File: config.mk
export PLATFORM = sky130hd
export DESIGN_NAME = uart_tx_arbiter
export DESIGN_NICKNAME = d
export VERILOG_FILES = /design/src/rtl/uart_pkg.sv /design/src/rtl/uart_tx_arbiter_rr_picker.sv /design/src/rtl/uart_tx_arbiter.sv
export SDC_FILE = /design/constraint.sdc
export NUM_CORES = 1
export LEC_CHECK = 0
export CAP_MARGIN = 20
export CELL_PAD_IN_SITES_DETAIL_PLACEMENT = 0
export CELL_PAD_IN_SITES_GLOBAL_PLACEMENT = 1
export CORE_MARGIN = 2
export CORE_UTILIZATION = 32
export CTS_BUF_LIST = sky130_fd_sc_hd__clkbuf_4 sky130_fd_sc_hd__clkbuf_8
export CTS_CLUSTER_DIAMETER = 50
export DETAILED_ROUTE_END_ITERATION = 7
export GPL_TIMING_DRIVEN = 0
export PLACE_DENSITY = 0.84
export SYNTH_ARGS = -nofsm -noshare
export SYNTH_HDL_FRONTEND = slang
export SYNTH_SLANG_ARGS = --single-unit
File: constraint.sdc
create_clock -name tx_clk -period 3.4 [get_ports tx_clk]
set_input_delay 0.68 -clock tx_clk [delete_from_list [all_inputs] [get_ports tx_clk]]
set_output_delay 0.68 -clock tx_clk [all_outputs]
set_load 0.02 [all_outputs]
File: src/rtl/uart_pkg.sv
// uart_pkg: shared arbiter state encoding and default UART frame width.
package uart_pkg;
   localparam int UART_WIDTH = 8;
   localparam logic [1:0] ST_IDLE  = 2'd0;
   localparam logic [1:0] ST_START = 2'd1;
   localparam logic [1:0] ST_WAIT  = 2'd2;
endpackage

File: src/rtl/uart_tx_arbiter_rr_picker.sv
// rr_picker: combinational round-robin selector returning the first set request at or after ptr.
module rr_picker #(
   parameter int N  = 4,
   parameter int IW = 2
) (
   input  logic [N-1:0]  req,
   input  logic [IW-1:0] ptr,
   output logic [N-1:0]  gnt,
   output logic [IW-1:0] idx,
   output logic          any
);
   always_comb begin
      gnt = '0;
      idx = '0;
      for (int k = N - 1; k >= 0; k--)
         if (|(req & (N'(1) << ((int'(ptr) + k) % N)))) begin
            gnt = N'(1) << ((int'(ptr) + k) % N);
            idx = IW'((int'(ptr) + k) % N);
         end
   end
   assign any = |req;
endmodule

File: src/rtl/uart_tx_arbiter.sv
// uart_tx_arbiter: round-robin sharing of one UART tx core among NUM_REQ byte sources.
// Define UART_TX_ARB_TIMEOUT_EN to abort frames whose tx_done never arrives.
module uart_tx_arbiter
   import uart_pkg::*;
#(
   parameter int WIDTH   = UART_WIDTH,
   parameter int NUM_REQ = 4,
   parameter int ID_W    = 2,
   parameter int TIMEOUT = 200000
) (
   input  logic                     tx_clk,
   input  logic                     tx_rst,
   input  logic [NUM_REQ-1:0]       req_valid,
   input  logic [NUM_REQ*WIDTH-1:0] req_data,
   output logic [NUM_REQ-1:0]       req_ready,
   output logic                     tx_en,
   output logic [WIDTH-1:0]         tx_data,
   input  logic                     tx_done,
   output logic                     busy,
   output logic [ID_W-1:0]          grant_id
`ifdef UART_TX_ARB_TIMEOUT_EN
   ,
   output logic                     tx_timeout
`endif
);
   logic [1:0] state;
   logic [ID_W-1:0] rr_ptr, pick;
   logic [NUM_REQ-1:0] gnt;
   logic any, idle, to_hit;

   if (NUM_REQ < 2 || NUM_REQ > 8 || (1 << ID_W) < NUM_REQ || TIMEOUT < 2) begin : g_bad_params
      $error("uart_tx_arbiter: illegal parameter set");
   end

   rr_picker #(.N(NUM_REQ), .IW(ID_W)) u_pick (
      .req(req_valid),
      .ptr(rr_ptr),
      .gnt(gnt),
      .idx(pick),
      .any(any)
   );

   assign idle = state == ST_IDLE;
   // Held requests must not see a handshake while the block sits in reset.
   assign req_ready = (idle && !tx_rst) ? gnt : '0;
   assign tx_en = state == ST_START;
   assign busy = !idle;

`ifdef UART_TX_ARB_TIMEOUT_EN
   localparam int CW = $clog2(TIMEOUT + 1);
   logic [CW-1:0] cnt;
   assign to_hit = state == ST_WAIT && !tx_done && cnt == CW'(TIMEOUT - 1);
   assign tx_timeout = to_hit;
   always_ff @(posedge tx_clk or posedge tx_rst)
      if (tx_rst) cnt <= '0;
      else cnt <= (state == ST_WAIT) ? cnt + 1'b1 : '0;
`else
   assign to_hit = 1'b0;
`endif

   always_ff @(posedge tx_clk or posedge tx_rst) begin
      if (tx_rst) begin
         state    <= ST_IDLE;
         tx_data  <= '0;
         grant_id <= '0;
         rr_ptr   <= '0;
      end else if (idle) begin
         if (any) begin
            state    <= ST_START;
            tx_data  <= req_data[pick*WIDTH +: WIDTH];
            grant_id <= pick;
            rr_ptr   <= (pick == ID_W'(NUM_REQ - 1)) ? '0 : pick + 1'b1;
         end
      end else if (state == ST_START) state <= ST_WAIT;
      else state <= (tx_done || to_hit || state != ST_WAIT) ? ST_IDLE : state;
   end
endmodule

# Word level (Yosys, flattened, before mapping)

Cells that the tools add are included.
Widths: inputs -> output; s select.

Multiplexer cells: 14
Reduce and logical (&&, ||, !) cells: 16
Shifts and indexed selects: 5
Bitwise logic cells: 7
Add/subtract/negate cells: 4
Equality and inequality tests: 4

Operator list:

| operator             | number |
|---|---|
| $shl 1x32->4 const A | 3 |
| $shiftx 32x6->8      | 1 |
| $mux 4               | 5 |
| $reduce_or 4->1      | 5 |
| $mux 2               | 9 |
| $and 4x4->4          | 4 |
| $reduce_or 2->1      | 3 |
| $add 2x1->2 const B  | 2 |
| $add 2x2->2 const B  | 2 |
| $ne 2x2->1 const B   | 2 |
| $reduce_and 2->1     | 2 |
| $shl 1x2->4 const A  | 1 |
| $and 1x1->1 const A  | 3 |
| $reduce_bool 3->1    | 1 |
| $eq 2x1->1 const B   | 1 |
| $eq 2x2->1 const B   | 1 |
| $logic_not 1->1      | 2 |
| $logic_not 2->1      | 1 |
| $logic_and 1x1->1    | 1 |
| $logic_or 1x1->1     | 1 |

Register bits: 14
Word-level logic and storage cells: 54
Output and inout port bits: 16

# Logic depth before layout (Yosys ltp)

Gate-level depths: netlist (run 1).

Depth after elaboration: 12
Depth in mapped cells: 10

# Cells and area by module

A second synthesis (run 1) with hierarchy kept.

Cell total of the unflattened synthesis: 98
Area, all modules: 1,174.9 um^2

Modules (own cells, without submodules):

| module          | area an instance (um^2) | instances | sequential area each (um^2) | cells an instance |
|---|---|---|---|---|
| uart_tx_arbiter | 814.5                   | 1         | 350.3                       | 50 |
| rr_picker       | 360.3                   | 1         | 0.0                         | 48 |

# Least setup slack after synthesis (run 1)

No wires, ideal clock.

Path type: flip-flop to output port
Start point: reg rr_ptr[1]
End point: out req_ready[1]
Stages on the path, launching flop included: 9
Setup slack: 0.576 ns
Arrival: 2.144 ns
Cell sequence: dfrtp_1 > inv_1 > ha_1 > clkbuf_1 > a22o_1 > a211oi_2 > a221o_1 > o211ai_1 > a21oi_1

Cells in the longest elaborated chain, start to end: 11
Elaborated cells between the ends (all ways): 26
Classes of those cells: 3 x add/sub; 4 x shift; 5 x mux; 7 x bitwise; 7 x reduce/logical

Ends and longest elaborated chain:

| what                      | line                                                             | RTL |
|---|---|---|
| start: declaration        | uart_tx_arbiter.sv:27                                            | `logic [ID_W-1:0] rr_ptr, pick;` |
| start signal: assignment  | uart_tx_arbiter.sv:72                                            | `rr_ptr <= (pick == ID_W'(NUM_REQ - 1)) ? '0 : pick + 1'b1;` |
| $add 2x2->2               | uart_tx_arbiter_rr_picker.sv:16, uart_tx_arbiter_rr_picker.sv:17 |  |
| $reduce_or 2->1 (no line) | --                                                               |  |
| $and 1x1->1 (no line)     | --                                                               |  |
| $shl 1x32->4              | uart_tx_arbiter_rr_picker.sv:16, uart_tx_arbiter_rr_picker.sv:17 |  |
| $and 4x4->4               | uart_tx_arbiter_rr_picker.sv:16                                  | `if (\|(req & (N'(1) << ((int'(ptr) + k) % N)))) begin` |
| $reduce_or 4->1           | uart_tx_arbiter_rr_picker.sv:16                                  |  |
| $mux 4 (3 in a row)       | uart_tx_arbiter_rr_picker.sv:16                                  |  |
| $mux 4 *                  | uart_tx_arbiter_rr_picker.sv:16                                  |  |
| $mux 4 *                  | uart_tx_arbiter.sv:45                                            | `assign req_ready = (idle && !tx_rst) ? gnt : '0;` |
| end: declaration          | uart_tx_arbiter.sv:15                                            | `output logic [NUM_REQ-1:0] req_ready,` |

Every way passes the cells marked *; elsewhere a longest branch is shown, timed or not.

# Worst setup path after layout (run 1)

Start point: reg rr_ptr[0]
End point: out req_ready[1]

Same word-level chain as after synthesis.

==> results of run 1 <==
layout make-up:
type                    count  area (um^2)
fillers                   367         1937
multi-input cells         112        870.8
repair buffers             60        591.8
flip-flops and latches     14        352.8
plain buffers              10        63.81
well taps                  50        62.56
clock buffers               3        41.29
inverters                   6        22.52
how the worst min path moves through the flow:
| stage | startpoint | to | cells after the start |
|---|---|---|---|
| global placement | tx_data[3]$_DFFE_PP0P_ | tx_data[3]$_DFFE_PP0P_ | 2 |
| finish | tx_data[0]$_DFFE_PP0P_ | tx_data[0]$_DFFE_PP0P_ | 2 |
| CTS | tx_data[0]$_DFFE_PP0P_ | tx_data[0]$_DFFE_PP0P_ | 2 |
| floorplan | tx_rst | grant_id[0]$_DFFE_PP0P_ | 1 |
| detailed placement | tx_data[3]$_DFFE_PP0P_ | tx_data[3]$_DFFE_PP0P_ | 2 |
| global route | tx_data[0]$_DFFE_PP0P_ | tx_data[0]$_DFFE_PP0P_ | 2 |
power breakdown:
part / switching [mW] / internal, mW
combinational: 1.04 / 0.836
sequential: 0.0590 / 0.261
clock: 0.0529 / 0.0782
total: 1.15 / 1.17
registers in the layout (all words and copies together), names as in the netlist:
| name | cells |
|---|---|
| tx_data | 8 |
| state | 2 |
| grant_id | 2 |
| rr_ptr | 2 |
critical path, delay by kind of cell, from the launching register on:
kind                       cells  cell delay [ps]
and+or+nand+nor                1              340
buffers and inverters          2              460
DFF                            1              430
AOI/OAI and AO/OA              4              820
adders and majority gates      1              260
cells in the mapped netlist (all sizes together), types with 2 or more instances:
library cell and instances:
a21oi 4, a221o 4, a221oi 17, a22o 2
a22oi 6, and2 2, and3 16, buf 5
clkbuf 5, dfrtp 14, ha 5, inv 6
nand2 22, nor2 2, nor3 2, o211ai 4
o21ai 5, o31ai 8, or2 3
layer usage:
layer | share of wire | vias to the layer above | routed length (um)
met5 | 0 | - | 0
met4 | 0.023 | 0 | 87
met2 | 0.47 | 78 | 1775
met1 | 0.42 | 635 | 1581
met3 | 0.080 | 7 | 300
li1 | - | 685 | -
logic make-up after synthesis:
group	after synthesis	synth area share
flops	14	0.2700
simple gates	50	0.2016
xor+xnor	1	0.006751
mux	1	0.008678
compound gates	55	0.3992
buf+inv	16	0.06557
fa+ha+maj	5	0.04822
what timing repair did:
action | in CTS | in global routing
setup endpoints to repair | 4 | 4
pin swaps | 2 | 3
hold buffers | 0 | 0
gates resized for setup | 8 | 6
hold endpoints to repair | 0 | 0
buffers inserted | 1 | 5
per-stage QoR:
step,worst slack [ps],power [mW],std cells
3_5_place_dp,-329.0,2.118,246
3_3_place_gp,-289.0,2.074,246
2_1_floorplan,575.5,1.623,142
6_report,163.7,2.326,255
4_1_cts,22.08,2.277,250
5_1_grt,27.07,2.525,255
==> impl_metrics.sql, run 1 <==
INSERT INTO impl_metrics (metric_group, metric, value, unit) VALUES
('outcome', 'outcome', 'completed', ''),
('detailed_routing', 'drtPass1Iterations', '5', ''),
('critical_path', 'arrival_time_reported_for_the_critical_path_endpoint', '2560', 'ps'),
('critical_path', 'critical_path_required', '2720', 'ps'),
('grt', 'grt.met2_usage', '0.2941', ''),
('yosys', 'yosysWarnings', '0', ''),
('grt', 'global_route.usage.met3', '0.04000', ''),
('yosys', 'post_synth_inst_count', '142', ''),
('critical_path', 'worstPathMaxFanout', '6', ''),
('critical_path', 'crit_path_start', 'rr_ptr[0]$_DFFE_PP0P_', ''),
('critical_path', 'critical_path.endpoint_type', 'output pin', ''),
('grt', 'initial_antenna_violation_count', '0', ''),
('grt', 'grt_start_max_net_pins', '16', ''),
('final_layout', 'final_common_cell', 'sky130_fd_sc_hd__clkdlybuf4s50_1', ''),
('clock_tree', 'clk_pin_slew', '50', 'ps'),
('placed_design', 'place.detailed.hpwl', '2.860', 'mm'),
('critical_path', 'max_stage_delay', '430', 'ps'),
('sta', 'fin_crit_share', '0.9518', ''),
('yosys', 'synthesized_net_count', '186', ''),
('flow_run', 'drv_cap', '0', ''),
('grt', 'global_route.overflow_total', '0', ''),
('sta', 'setup_viol_count_final', '0', ''),
('floorplan', 'design.die.area', '4580', 'um^2'),
('sta', 'finalHoldViolCount', '0', ''),
('final_layout', 'most-common-layout-cells', '46 x sky130_fd_sc_hd__clkdlybuf4s50_1, 21 x sky130_fd_sc_hd__nand2_1, 16 x sky130_fd_sc_hd__and3_1', ''),
('grt', 'grt.busiest_layer', 'met2', ''),
('hold_path', 'worstHoldPathType', 'reg -> reg', ''),
('detailed_routing', 'drt-total-wl', '3.744', 'mm'),
('detailed_routing', 'drt_iter0_drc', '178', ''),
('sta', 'max_clock_freq', '309.0', 'MHz'),
('grt', 'global_routing_usage_summed_across_all_routing_layers', '0.1800', ''),
('detailed_routing', 'route.detailed.wl_per_inst', '14.68', 'um'),
('sta', 'tightestPinTransition', '795.1', 'ps'),
('clock_tree', 'clock_sinks', '14', ''),
('sta', 'maxSlewViolCount', '0', ''),
('detailed_routing', 'vias_per_cell', '5.510', ''),
('sta', 'finalSetupTns', '0', 'ps'),
('yosys', 'post_synth_main_area_contributors', 'sky130_fd_sc_hd__dfrtp_1 27%, sky130_fd_sc_hd__a221oi_2 9.3%, sky130_fd_sc_hd__and3_1 7.7%', ''),
('yosys', 'netlist-cell-type-count', '37', ''),
('critical_path', 'worstSetupStartpointType', 'register', ''),
('floorplan', 'io_pins', '55', ''),
('yosys', 'synth-main-ff-cell', 'sky130_fd_sc_hd__dfrtp_1', ''),
('placed_design', 'postPlaceCellArea', '1901', 'um^2'),
('grt', 'first_global_vias', '1387', ''),
('critical_path', 'critical_path.reg2reg.endpoint', 'tx_data[7]$_DFFE_PP0P_', ''),
('pwr', 'leakage', '0.8796', 'nW'),
('yosys', 'yosys_register_bits', '14', ''),
('detailed_routing', 'final_antenna_net_count', '0', ''),
('grt', 'grt_pass1_wl', '6.210', 'mm'),
('clock_tree', 'numCtsBuffers', '3', ''),
('yosys', 'ys_seq_area_frac', '0.2700', ''),
('critical_path', 'worstReg2RegStart', 'rr_ptr[0]$_DFFE_PP0P_', ''),
('critical_path', 'crit_end', 'req_ready[1]', ''),
('yosys', 'synth_edf_count', '0', ''),
('critical_path', 'worst_r2r_path_depth', '10', ''),
('yosys', 'async_flop_share', '1.000', ''),
('sta', 'finalCriticalPeriod', '3236', 'ps'),
('clock_tree', 'cts-root-to-sink-buffers', '2', ''),
('pwr', 'power.density_cell_area', '1160', 'nW/um^2'),
('floorplan', 'floorplan.initialDensity', '0.3291', ''),
('final_layout', 'post-route-cell-area', '2006', 'um^2'),
('floorplan', 'die_height', '67.68', 'um'),
('detailed_routing', 'dr_total_vias', '1405', ''),
('yosys', 'synth_area_leader_cell', 'sky130_fd_sc_hd__dfrtp_1', ''),
('critical_path', 'cp_slowest_cell', 'sky130_fd_sc_hd__dfrtp_2', ''),
('yosys', 'post_synth.cell_area_avg', '9.137', 'um^2'),
('final_layout', 'area_growth_syn_to_layout', '54.58', '%'),
('clock_tree', 'clock_tree.root_cell', 'sky130_fd_sc_hd__clkbuf_8', ''),
('sta', 'clock_skew', '3.409', 'ps'),
('final_layout', 'post-route-util', '0.5087', ''),
('clock_tree', 'clock_tree.htree_level_count', '1', '');
(Power assumes the default switching activity.)
==> inputs of run 2 (changes only) <==
- CORE_ASPECT_RATIO: not set -> 1.5
==> run 2 against run 1 <==
  * Critical path depth decreased by 1
  * Critical endpoint is now req_ready[2]
  * Clock skew is 2.1 ps lower
  * Via count is 0.64% lower
  * Worst hold slack hardly changed
  * Highest routed layer unchanged
  * Total power rose by 2.0%
  * Design area grew 1.4%
  * First-iteration DRC count fell by 79%
  * Register-to-register slack barely moved
  * Largest cell class unchanged
  * Combinational power about the same
  * Flip-flop and latch count is the same
  * Wire length increased by 2.1%
  * Global-route usage down 1.1 points
==> impl_metrics.sql, run 2 (synthesized netlist as in run 1, its figures left out) <==
INSERT INTO impl_metrics (metric_group, metric, value, unit) VALUES
('detailed_routing', 'final_antenna_net_count', '0', ''),
('clock_tree', 'tritoncts', 'yes', ''),
('final_layout', 'post_route_cells_drive_above_1_share', '0.1932', ''),
('critical_path', 'worstPathMaxFanout', '5', ''),
('sta', 'finalCriticalPeriod', '3313', 'ps'),
('final_layout', 'layout.filler_cells', '382', ''),
('placed_design', 'place.detailed.hpwl', '3.094', 'mm'),
('grt', 'global_route.overflow_total', '0', ''),
('sta', 'setup_viol_count_final', '0', ''),
('placed_design', 'buffer_ports.inserted', '54', ''),
('sta', 'clock_skew', '1.325', 'ps'),
('final_layout', 'antenna_cells', '0', ''),
('detailed_routing', 'detail_route.drc_violations', '0', ''),
('clock_tree', 'numCtsBuffers', '3', ''),
('final_layout', 'regMostFlops', 'tx_data', ''),
('pwr', 'comb_power_share', '0.795', ''),
('critical_path', 'worstSetupStartpointType', 'input port', ''),
('clock_tree', 'cts_hold_buffers', '0', ''),
('grt', 'grt.met2_usage', '0.3259', ''),
('clock_tree', 'clk_pin_slew', '60', 'ps'),
('final_layout', 'design.final.nets', '252', ''),
('clock_tree', 'clock_tree.htree_level_count', '1', ''),
('pwr', 'power.share.switching', '0.4887', ''),
('grt', 'global_route.usage.met3', '0.03937', ''),
('clock_tree', 'cts-root-to-sink-buffers', '2', ''),
('final_layout', 'final_common_cell', 'sky130_fd_sc_hd__clkdlybuf4s50_1', ''),
('clock_tree', 'clock_sinks', '14', ''),
('floorplan', 'io_pins', '55', ''),
('grt', 'grt.busiest_layer', 'met2', ''),
('grt', 'grt_pass1_wl', '6.175', 'mm'),
('final_layout', 'most-common-layout-cells', '47 x sky130_fd_sc_hd__clkdlybuf4s50_1, 21 x sky130_fd_sc_hd__nand2_1, 16 x sky130_fd_sc_hd__and3_1', ''),
('critical_path', 'arrival_time_reported_for_the_critical_path_endpoint', '2630', 'ps'),
('placed_design', 'global_placer_s_final_weighted_congestion', '0.8569', ''),
('pwr', 'net-switching-power', '1.160', 'mW'),
('floorplan', 'die_height', '81.99', 'um'),
('sta', 'max_clock_freq', '301.9', 'MHz'),
('outcome', 'outcome', 'completed', ''),
('hold_path', 'worstHoldPathType', 'reg -> reg', ''),
('grt', 'global_routing_usage_summed_across_all_routing_layers', '0.1685', ''),
('sta', 'finalHoldViolCount', '0', ''),
('grt', 'initial_antenna_violation_count', '0', ''),
('pwr', 'clock_power_share', '0.068', ''),
('final_layout', 'post-route-cell-area', '2034', 'um^2'),
('clock_tree', 'worst_skew_pair.late_latency', '250', 'ps'),
('pwr', 'totalPowerFinal', '2.373', 'mW'),
('floorplan', 'die_x', '55.99', 'um'),
('critical_path', 'timing_worst_setup_path_type', 'in -> out', ''),
('hold_path', 'hold-path-cell-count', '2', ''),
('detailed_routing', 'route.detailed.wl_per_inst', '15.17', 'um'),
('pwr', 'sequential_group_share_of_total_power', '0.137', ''),
('pwr', 'leakage', '0.8897', 'nW'),
('pwr', 'vdd.ir_drop.worst', '544.0', 'uV'),
('floorplan', 'floorplan.initialDensity', '0.3307', ''),
('grt', 'grtUsageMet1', '0.1792', ''),
('sta', 'relSlewSlack', '0.3712', ''),
('detailed_routing', 'dr_total_vias', '1396', ''),
('detailed_routing', 'drtPass1Iterations', '4', ''),
('grt', 'grt_start_max_net_pins', '16', ''),
('clock_tree', 'clock_tree.root_cell', 'sky130_fd_sc_hd__clkbuf_8', ''),
('detailed_routing', 'drt_iter0_drc', '38', ''),
('detailed_routing', 'vias_per_cell', '5.540', ''),
('critical_path', 'critical_path.endpoint_type', 'output pin', ''),
('flow_run', 'drv_cap', '0', ''),
('floorplan', 'core', '3924', 'um^2'),
('critical_path', 'critical_path_required', '2720', 'ps'),
('critical_path', 'worst_r2r_path_depth', '10', ''),
('final_layout', 'area_growth_syn_to_layout', '56.80', '%'),
('floorplan', 'fp_rows', '28', ''),
('sta', 'grt_setup_unrepaired', 'false', ''),
('sta', 'fin_crit_share', '0.9744', ''),
('pwr', 'design_internal_power', '1.213', 'mW'),
('sta', 'tightestPinTransition', '930.9', 'ps'),
('sta', 'maxSlewViolCount', '0', ''),
('placed_design', 'postPlaceCellArea', '1894', 'um^2'),
('final_layout', 'largest_reg_flops', '8', ''),
('floorplan', 'design.die.area', '4590', 'um^2'),
('detailed_routing', 'drt-total-wl', '3.824', 'mm'),
('pwr', 'power.density_cell_area', '1166', 'nW/um^2'),
('grt', 'first_global_vias', '1376', '');
-- run 2: changes by cell type in the layout (fill, tap and decap cells not counted), sizes merged --
cell	delta
buf	+1
clkbuf	+1
clkdlybuf4s50	+1
dlymetal6s2s	-1
-- run 2: stage by stage --
stage	hold slack (ps)	setup WS [ps]	cells	setup TNS, ps	utilization
2_1_floorplan	576.3	575.5	142	0	-
3_3_place_gp	469.4	-268.8	241	-978.5	0.4828
3_5_place_dp	470.7	-287.5	241	-1065	0.4828
4_1_cts	485.6	17.52	248	0	0.5041
5_1_grt	506.1	0.9144	252	0	0.5185
6_report	478.4	87.16	252	0	0.5185
-- run 2: power by group through the flow --
stage                     Clock (mW)  Combinational (mW)  Sequential (mW)
final                          0.162                1.89            0.324
after global routing           0.171                2.04            0.337
after CTS                      0.164                1.82            0.335
after detailed placement           0                1.79            0.331
after global placement             0                1.74            0.332
after floorplan                    0                1.23            0.389
-- run 2: final timing paths --
check	startpoint	end	slack, ps
max	req_valid[1]	req_ready[2]	90
min	tx_data[4]$_DFFE_PP0P_	tx_data[4]$_DFFE_PP0P_	480
max reg2reg	rr_ptr[0]$_DFFE_PP0P_	tx_data[4]$_DFFE_PP0P_	380
min reg2reg	tx_data[4]$_DFFE_PP0P_	tx_data[4]$_DFFE_PP0P_	480
max in group asynchronous	tx_rst	rr_ptr[1]$_DFFE_PP0P_	2230
min in group asynchronous	tx_rst	grant_id[0]$_DFFE_PP0P_	780
-- run 2: cell type report --
type | count | area, um^2 | area share
Sequential cell | 14 | 352.8 | 0.1734
Inverter | 6 | 22.52 | 0.01107
Multi-Input combinational cell | 112 | 887.1 | 0.4360
Tap cell | 45 | 56.30 | 0.02768
Timing Repair Buffer | 61 | 596.8 | 0.2934
Clock buffer | 4 | 55.05 | 0.02706
Buffer | 10 | 63.81 | 0.03137
-- run 2: worst max-delay path: stages --
cell,delay (ps)
sky130_fd_sc_hd__clkdlybuf4s50_1,500
sky130_fd_sc_hd__a22o_4,280
sky130_fd_sc_hd__or2_2,320
sky130_fd_sc_hd__a221o_1,360
sky130_fd_sc_hd__o211ai_1,80
sky130_fd_sc_hd__a21oi_1,80
sky130_fd_sc_hd__dlygate4sd2_1,320
-- run 2: repair_timing --
action,in CTS,in global routing
endpoints found under the setup margin,4,4
setup buffers,3,4
pin swaps,2,0
resized for setup,8,7
-- run 2: per-layer routing --
| metal | part of all wire | vias up |
|---|---|---|
| li1 | - | 685 |
| met4 | 0.0092 | 0 |
| met5 | 0 | - |
| met3 | 0.077 | 4 |
| met2 | 0.52 | 66 |
| met1 | 0.39 | 641 |
